<file path="src/rtl/rf_alu_pkg.sv">
// Shared definitions for the RF_ALU datapath and its command sequencer.
package rf_alu_pkg;
  localparam int DW_DEF = 32;
  localparam int AW_DEF = 5;
  localparam int CW_DEF = 4;

  typedef enum logic [1:0] {IDLE = 2'd0, EXEC = 2'd1, DONE = 2'd2} state_t;

  localparam logic CMD_LOAD = 1'b0;
  localparam logic CMD_ALU  = 1'b1;

  localparam logic [3:0] OP_ADD = 4'b0100;
  localparam logic [3:0] OP_SUB = 4'b0101;
  localparam logic [3:0] OP_OR  = 4'b0001;
  localparam logic [3:0] OP_XOR = 4'b0010;
  localparam logic [3:0] OP_SHL = 4'b0111;
endpackage

</file>
<file path="src/rtl/rf_alu_sequencer.sv">
// Sequences RF_ALU through one LOAD or a repeated ALU op per accepted command.
module rf_alu_sequencer
  import rf_alu_pkg::*;
#(
  parameter int DW = DW_DEF,
  parameter int AW = AW_DEF,
  parameter int CW = CW_DEF
) (
  input  logic          Clk,
  input  logic          Clr,
  input  logic          Cmd_Valid,
  output logic          Cmd_Ready,
  input  logic          Cmd_Type,
  input  logic [3:0]    Cmd_OP,
  input  logic [AW-1:0] Cmd_A,
  input  logic [AW-1:0] Cmd_B,
  input  logic [AW-1:0] Cmd_D,
  input  logic [DW-1:0] Cmd_Imm,
  input  logic [CW-1:0] Cmd_Count,
  output logic          Write_Reg,
  output logic          Write_Select,
  output logic [AW-1:0] R_Addr_A,
  output logic [AW-1:0] R_Addr_B,
  output logic [AW-1:0] W_Addr,
  output logic [3:0]    OP,
  output logic [DW-1:0] Input_Data,
  input  logic [DW-1:0] ALU_F,
  input  logic          ZF,
  input  logic          CF,
  input  logic          OF,
  input  logic          SF,
  input  logic          PF,
  output logic          Busy,
  output logic          Done,
  output logic [DW-1:0] Result,
  output logic [4:0]    Flags
);

  // is_load is stored active-high so the cleared register yields Write_Select=0
  typedef struct packed {
    logic          is_load;
    logic [3:0]    op;
    logic [AW-1:0] a;
    logic [AW-1:0] b;
    logic [AW-1:0] d;
    logic [DW-1:0] imm;
  } cmd_t;

  state_t        state, state_nx;
  cmd_t          cmd;
  logic [CW-1:0] cnt;
  logic          accept;

  assign accept = Cmd_Valid & Cmd_Ready;

  always_ff @(posedge Clk or posedge Clr) begin
    if (Clr) begin
      state  <= IDLE;
      cmd    <= '0;
      cnt    <= '0;
      Result <= '0;
      Flags  <= '0;
    end else begin
      state <= state_nx;
      if (accept) begin
        cmd <= '{is_load: (Cmd_Type == CMD_LOAD), op: Cmd_OP, a: Cmd_A,
                 b: Cmd_B, d: Cmd_D, imm: Cmd_Imm};
        cnt <= (Cmd_Type == CMD_ALU && Cmd_Count != '0) ? Cmd_Count : CW'(1);
      end else if (state == EXEC) begin
        Result <= cmd.is_load ? cmd.imm : ALU_F;
        if (!cmd.is_load) Flags <= {ZF, CF, OF, SF, PF};
        if (cnt != '0) cnt <= cnt - CW'(1);
      end
    end
  end

  always_comb begin
    state_nx  = state;
    Cmd_Ready = 1'b0;
    Busy      = 1'b1;
    Done      = 1'b0;
    case (state)
      IDLE: begin
        Cmd_Ready = 1'b1;
        Busy      = 1'b0;
        if (Cmd_Valid) state_nx = EXEC;
      end
      // cnt<=1 rather than ==1 so a corrupted zero count cannot wedge EXEC
      EXEC: if (cnt <= CW'(1)) state_nx = DONE;
      DONE: begin
        Done     = 1'b1;
        state_nx = IDLE;
      end
      default: state_nx = IDLE;
    endcase
  end

  // RF_ALU drive holds the last command in IDLE; only the write strobe gates off
  assign Write_Reg    = (state == EXEC) && (cmd.d != '0);
  assign Write_Select = cmd.is_load;
  assign R_Addr_A     = cmd.a;
  assign R_Addr_B     = cmd.b;
  assign W_Addr       = cmd.d;
  assign OP           = cmd.op;
  assign Input_Data   = cmd.imm;

endmodule

</file>
<file path="config.mk">
export PLATFORM = sky130hd
export DESIGN_NAME = rf_alu_sequencer
export DESIGN_NICKNAME = d
export VERILOG_FILES = /design/src/rtl/rf_alu_pkg.sv /design/src/rtl/rf_alu_sequencer.sv
export SDC_FILE = /design/constraint.sdc
export NUM_CORES = 1
export LEC_CHECK = 0
export ABC_AREA = 1
export BUFFER_PORTS_ARGS = -buffer_cell sky130_fd_sc_hd__buf_2
export CAP_MARGIN = 30
export CELL_PAD_IN_SITES_DETAIL_PLACEMENT = 2
export CELL_PAD_IN_SITES_GLOBAL_PLACEMENT = 2
export CORE_AREA = 8 8 114 168
export CTS_CLUSTER_DIAMETER = 50
export CTS_CLUSTER_SIZE = 24
export DETAILED_ROUTE_END_ITERATION = 16
export DIE_AREA = 0 0 122 176
export PLACE_DENSITY = 0.85
export SYNTH_ARGS = -nofsm -noshare
export SYNTH_HDL_FRONTEND = slang
export SYNTH_SLANG_ARGS = --single-unit
</file>
<file path="constraint.sdc">
create_clock -name Clk -period 3.28 [get_ports Clk]
set_input_delay 0.328 -clock Clk [delete_from_list [all_inputs] [get_ports Clk]]
set_output_delay 0.328 -clock Clk [all_outputs]
set_load 0.005 [all_outputs]
</file>
==> flow_metrics.env, run 1 <==
export IMPL_crit_fanout=35
export IMPL_grt_pass1_wl_um=25370
export IMPL_place_hpwl_um=12130
export IMPL_crit_path_max_incr_delay_ps=400
export IMPL_synth_nets=581
export IMPL_rows=58
export IMPL_drc=0
export IMPL_post_cts_repair_setup_buffers=0
export IMPL_clk_latency_ps=340
export IMPL_path_cells="inv_1, nand2_4, inv_2, o21ai_1, inv_1, buf_2"
export IMPL_synthMuxAreaShare_pct=0
export IMPL_drtIter0Drc=151
export IMPL_grt_pass1_vias=4821
export IMPL_worst_path_most_repeated_cell="inv_1"
export IMPL_cts_buffer_depth=2
export IMPL_h_tree_depth=3
export IMPL_crit_required_ps=2950
export IMPL_seqCellArea_um2=2377
export IMPL_start_util_pct=24.60
export IMPL_yosysUniqueCellTypes=19
export IMPL_syn_avg_cell_area_um2=8.463
export IMPL_area_growth_pct=34.53
export IMPL_core_um2=16620
export IMPL_worst_pin_slew_ps=668.4
export IMPL_wl_per_cell_um=18.14
export IMPL_min_period_ps=1925
export IMPL_slew_violations=0
export IMPL_hold_buffers=0
export IMPL_path_clk_slew_ps=70
export IMPL_power_per_cell_area_nw_per_um2=1042
export IMPL_multi_input_area_um2=1464
export IMPL_critical_path_class="reg -> out"
export IMPL_seq_area_frac_synth_pct=58.16
export IMPL_dpl_cell_area_um2=5182
export IMPL_gp_congestion=0.8228
export IMPL_synth_xor_area_share_pct=0
export IMPL_max_cap_violations=0
export IMPL_ys_ff_latch=95
export IMPL_yosysWarnings=0
export IMPL_fillers=1959
export IMPL_ant_nets=0
export IMPL_instances_no_fill=878
export IMPL_finalSetupViolCount=0
export IMPL_place_inst=861
export IMPL_antenna_found_initial=3
export IMPL_num_vias=4020
export IMPL_p_leak_uw=0.003015
export IMPL_hold_class="in -> async"
export IMPL_start_kind="flop"
export IMPL_drive_gt1_share_pct=33.03
export IMPL_die_w_um=122
export IMPL_dieArea_um2=21470
export IMPL_fin_hold_ws_ps=38.58
export IMPL_firstDrtPassIters=4
export IMPL_grt_ovfl_total=0
export IMPL_timing_hold_violations_final=0
export IMPL_cts_resized=0
export IMPL_fin_skew_ps=9.303
export IMPL_synth_top_family_by_area="simple AND/OR/NAND/NOR gates"
export IMPL_synthAdderAreaFrac_pct=0.6122
export IMPL_slowest_stage="dfrtp_1"
export IMPL_status="finished clean"
export IMPL_max_freq_mhz=519.5
export IMPL_netlist_area_um2=4088
export IMPL_numPortBuffers=188
export IMPL_fin_nets=760
export IMPL_fin_crit_sh_pct=58.68
export IMPL_cts_sinks=95
export IMPL_cp_end_kind="output port"
export IMPL_vdd_ir_drop_worst_v=0.0002991
export IMPL_rsz0062_at_grt="no"
export IMPL_grt_max_degree=58
export IMPL_setup_tns_ps=0
export IMPL_worst_slew_margin_rel_pct=55.44
export IMPL_synthCells=483
export IMPL_die_h_um=176
export IMPL_ioPinCount=189
export IMPL_cts_root_buffer="clkbuf_16"
export IMPL_cts_tree="yes"
export IMPL_drt_vias_per_instance=4.579
export IMPL_synthSimpleGateAreaFrac_pct=25.90
export IMPL_finalWirelength_um=15930
export IMPL_grtUsageTotal_pct=15.08
export IMPL_cts_buffers_inserted=9
export IMPL_synth_compound_area_share_pct=9.305
export IMPL_worstPathArrival_ps=1600
export IMPL_fin_area_um2=5499
[per-stage QoR]
| step | worst slack (ps) | total power, µW | util, % |
|---|---|---|---|
| 2_1_floorplan | 475.0 | 3542 | - |
| 3_3_place_gp | 1479 | 4512 | 31.02 |
| 3_5_place_dp | 1305 | 4735 | 31.19 |
| 4_1_cts | 1309 | 5882 | 33.06 |
| 5_1_grt | 1209 | 6241 | 33.09 |
| 6_report | 1355 | 5729 | 33.09 |
[cells by family (layout without fill, tap and decap cells)]
logic type | Yosys count | count (layout)
AOI/OAI and AO/OA | 73 | 73
buffers and inverters | 44 | 227
other | 0 | 2
DFF | 95 | 95
and+or+nand+nor | 269 | 269
adders and majority gates | 2 | 2
[metal layers]
layer | up-vias | routed length [µm] | track usage, %
met1 | 2004 | 5814 | 15.09
met5 | - | 8 | 0
li1 | 1875 | - | -
met4 | 2 | 218 | 4.337
met3 | 18 | 1155 | 4.637
met2 | 121 | 8728 | 28.73
[final cells by class]
type	count	share of cell area [%]
Timing Repair Buffer	194	18.29
Multi-Input combinational cell	344	26.62
Inverter	18	1.320
Sequential cell	95	43.23
Antenna cell	2	0.09101
Clock buffer	9	4.096
Tap cell	210	4.778
Clock inverter	6	1.570
[critical path, delay by kind of cell, from the launching register on]
family / cells / cell delay [ps]
and+or+nand+nor: 1 / 270
buffers and inverters: 4 / 510
AOI/OAI and AO/OA: 1 / 80
DFF: 1 / 400
[final timing paths]
path	startpoint	end	slack, ps	depth (start not counted)
max in group asynchronous	Clr	Result[29]	2380	4
min reg2reg	cnt[1]	cnt[1]	480	2
min	Clr	Input_Data[15]	40	2
max reg2reg	state[1]	Flags[1]	1360	7
max	state[1]	Write_Reg	1360	6
min in group Clk	Cmd_Imm[21]	Input_Data[21]	180	3
[layout by cell type (no fill, tap or decap), drive strengths merged]
master	instances
clkbuf	9
nor2	40
nand4	2
dfrtp	95
diode	2
nand3	11
clkinv	3
ha	2
clkinvlp	1
o21ai	6
nand2	216
inv	18
a21oi	67
bufinv	2
buf	194
[power by group]
part	total, µW	switching (µW)	internal (µW)	leakage (µW)
clock network	1110	450	663	0.000151
logic	2440	1510	928	0.00172
registers	2180	418	1760	0.00114
[sequential cells by signal, summed over array words and instances, names as in the netlist]
| register | count |
|---|---|
| R_Addr_A | 5 |
| state | 2 |
| Input_Data | 32 |
| OP | 4 |
| Flags | 5 |
| R_Addr_B | 5 |
| Result | 32 |
| cnt | 4 |
| W_Addr | 5 |
| Write_Select | 1 |
[cell usage after synthesis]
| cell type | n | share of area (%) |
|---|---|---|
| o21ai_1 | 3 | 0.37 |
| inv_2 | 1 | 0.092 |
| a21oi_2 | 4 | 0.86 |
| a21oi_1 | 63 | 7.7 |
| nor2_4 | 2 | 0.55 |
| nand2_1 | 214 | 20 |
| clkbuf_1 | 4 | 0.37 |
| buf_2 | 12 | 1.5 |
| inv_1 | 16 | 1.5 |
| nand2_4 | 2 | 0.55 |
| inv_4 | 1 | 0.15 |
| dfrtp_1 | 95 | 58 |
| buf_4 | 3 | 0.55 |
| buf_6 | 7 | 1.9 |
| ha_1 | 2 | 0.61 |
| nand3_1 | 11 | 1.3 |
| nor2_1 | 38 | 3.5 |
| nand4_1 | 2 | 0.31 |
| o21ai_0 | 3 | 0.37 |
Note: power is estimated with default switching activity, not from simulation.
==> inputs of run 2 (changes only) <==
==> constraint.sdc (replaced) <==
create_clock -name Clk -period 1.8 [get_ports Clk]
set_input_delay 0.18 -clock Clk [delete_from_list [all_inputs] [get_ports Clk]]
set_output_delay 0.18 -clock Clk [all_outputs]
set_load 0.005 [all_outputs]
==> run 2 against run 1 <==
Effect of this change: design area is 1.5% higher; die area stayed put; non-clock buffer count is 7 higher; largest cell class unchanged.
==> flow_metrics.env, run 2 (same netlist as run 1, synthesis figures left out) <==
export IMPL_status="finished clean"
export IMPL_timing_hold_violations_final=0
export IMPL_worstPathArrival_ps=1410
export IMPL_ioPinCount=189
export IMPL_hold_class="in -> reg"
export IMPL_cts_root_buffer="clkbuf_16"
export IMPL_crit_family="buffers and inverters"
export IMPL_drc=0
export IMPL_vdd_ir_drop_worst_v=0.0006273
export IMPL_firstDrtPassIters=4
export IMPL_num_vias=4048
export IMPL_finalSetupViolCount=0
export IMPL_fin_skew_ps=13.02
export IMPL_cts_sinks=95
export IMPL_finalWirelength_um=16440
export IMPL_h_tree_depth=3
export IMPL_grt_pass1_wl_um=25820
export IMPL_place_hpwl_um=12760
export IMPL_worst_slew_margin_rel_pct=63.02
export IMPL_timing_final_ws_setup_ps=212.6
export IMPL_slew_violations=0
export IMPL_min_period_ps=1587
export IMPL_fin_crit_sh_pct=88.19
export IMPL_cts_resized=0
export IMPL_numPortBuffers=188
export IMPL_area_growth_pct=36.52
export IMPL_grt_pass1_vias=4759
export IMPL_power_per_cell_area_nw_per_um2=1914
export IMPL_rows=58
export IMPL_die_w_um=122
export IMPL_crit_path_max_incr_delay_ps=410
export IMPL_grt_ovfl_total=0
export IMPL_die_h_um=176
export IMPL_antenna_found_initial=2
export IMPL_cts_buffer_depth=2
export IMPL_regToRegSetupSlack_ps=250
export IMPL_grtUsageTotal_pct=15.44
export IMPL_ant_nets=0
export IMPL_fin_nets=767
export IMPL_setup_tns_ps=0
export IMPL_start_util_pct=24.60
export IMPL_max_cap_violations=0
export IMPL_most_common_layout_cells="nand2_1 (214), buf_2 (188), dfrtp_1 (95), a21oi_1 (63), nor2_1 (38)"
export IMPL_grt_max_degree=54
export IMPL_drt_vias_per_instance=4.569
export IMPL_max_freq_mhz=630.0
export IMPL_critical_path_class="reg -> out"
export IMPL_crit_required_ps=1620
export IMPL_layout_commonest_cell="nand2_1"
export IMPL_gp_congestion=0.7609
export IMPL_preCtsSetupSlack_ps=209.7
export IMPL_path_clk_slew_ps=80
export IMPL_cp_buffers_inverters=4
export IMPL_cts_buffers_inserted=9
export IMPL_rsz0062_at_grt="no"
export IMPL_worst_path_most_repeated_cell="inv_1"
export IMPL_drtIter0Drc=112
export IMPL_slowest_stage="dfrtp_1"
export IMPL_crit_fanout=11
export IMPL_worst_pin_slew_ps=554.6
export IMPL_clk_latency_ps=350
export IMPL_core_um2=16620
export IMPL_start_kind="flop"
export IMPL_cts_tree="yes"
export IMPL_dieArea_um2=21470
export IMPL_p_leak_uw=0.003048
export IMPL_drive_gt1_share_pct=33.68
export IMPL_wl_per_cell_um=18.55
export IMPL_cp_end_kind="output port"
export IMPL_path_cells="inv_1, nand2_4, inv_2, o21ai_1, inv_1, buf_2"
[run 2: layout make-up]
| cell class | instances | area [µm²] |
|---|---|---|
| Inverter | 18 | 73.82 |
| Fill cell | 1922 | 11040 |
| Clock inverter | 6 | 92.59 |
| Timing Repair Buffer | 201 | 1066 |
| Sequential cell | 95 | 2377 |
| Clock buffer | 10 | 239.0 |
| Multi-Input combinational cell | 344 | 1464 |
| Tap cell | 210 | 262.8 |
| Antenna cell | 2 | 5.005 |
[run 2: per-layer routing]
metal | track usage [%] | vias up | share of wire [%]
met5 | 0 | - | 0
met4 | 6.557 | 0 | 3.0
met3 | 3.838 | 25 | 6.1
met2 | 28.96 | 122 | 55
met1 | 15.58 | 2014 | 36
li1 | - | 1887 | -
[run 2: where the power goes]
group	internal [µW]	switching [µW]	leakage [µW]
clock	1260	866	0.000155
combinational	1780	2810	0.00175
sequential	3210	754	0.00114
total	6260	4430	0.00305
[run 2: path summary, 6_finish.rpt]
check	depth (start not counted)	endpoint	from
max	6	Write_Reg	state[1]
min	3	Input_Data[17]	Cmd_Imm[17]
max reg2reg	7	cnt[0]	state[0]
min reg2reg	2	R_Addr_A[2]	R_Addr_A[2]
max in group asynchronous	4	Result[12]	Clr
min in group asynchronous	4	Result[28]	Clr
[run 2: worst min-delay path: stages]
cell and delay, ps:
buf_2 80, nand2_1 40, nand2_1 50
[run 2: repair_timing]
action                                 4_1_cts  5_1_grt
hold buffers                                 1        0
setup buffers                                0        0
endpoints found under the hold margin       53        0
[run 2: metrics by stage]
| stage | util, % | power, µW | hold slack, ps | area, µm² | instances |
|---|---|---|---|---|---|
| floorplan | - | 6454 | 289.6 | 4091 | 483 |
| global placement | 31.49 | 8376 | 300.7 | 5234 | 867 |
| detailed placement | 31.49 | 8753 | 311.9 | 5234 | 867 |
| CTS | 33.55 | 10950 | 20.81 | 5575 | 884 |
| global route | 33.58 | 11610 | 29.42 | 5580 | 886 |
| finish | 33.58 | 10680 | 27.65 | 5580 | 886 |
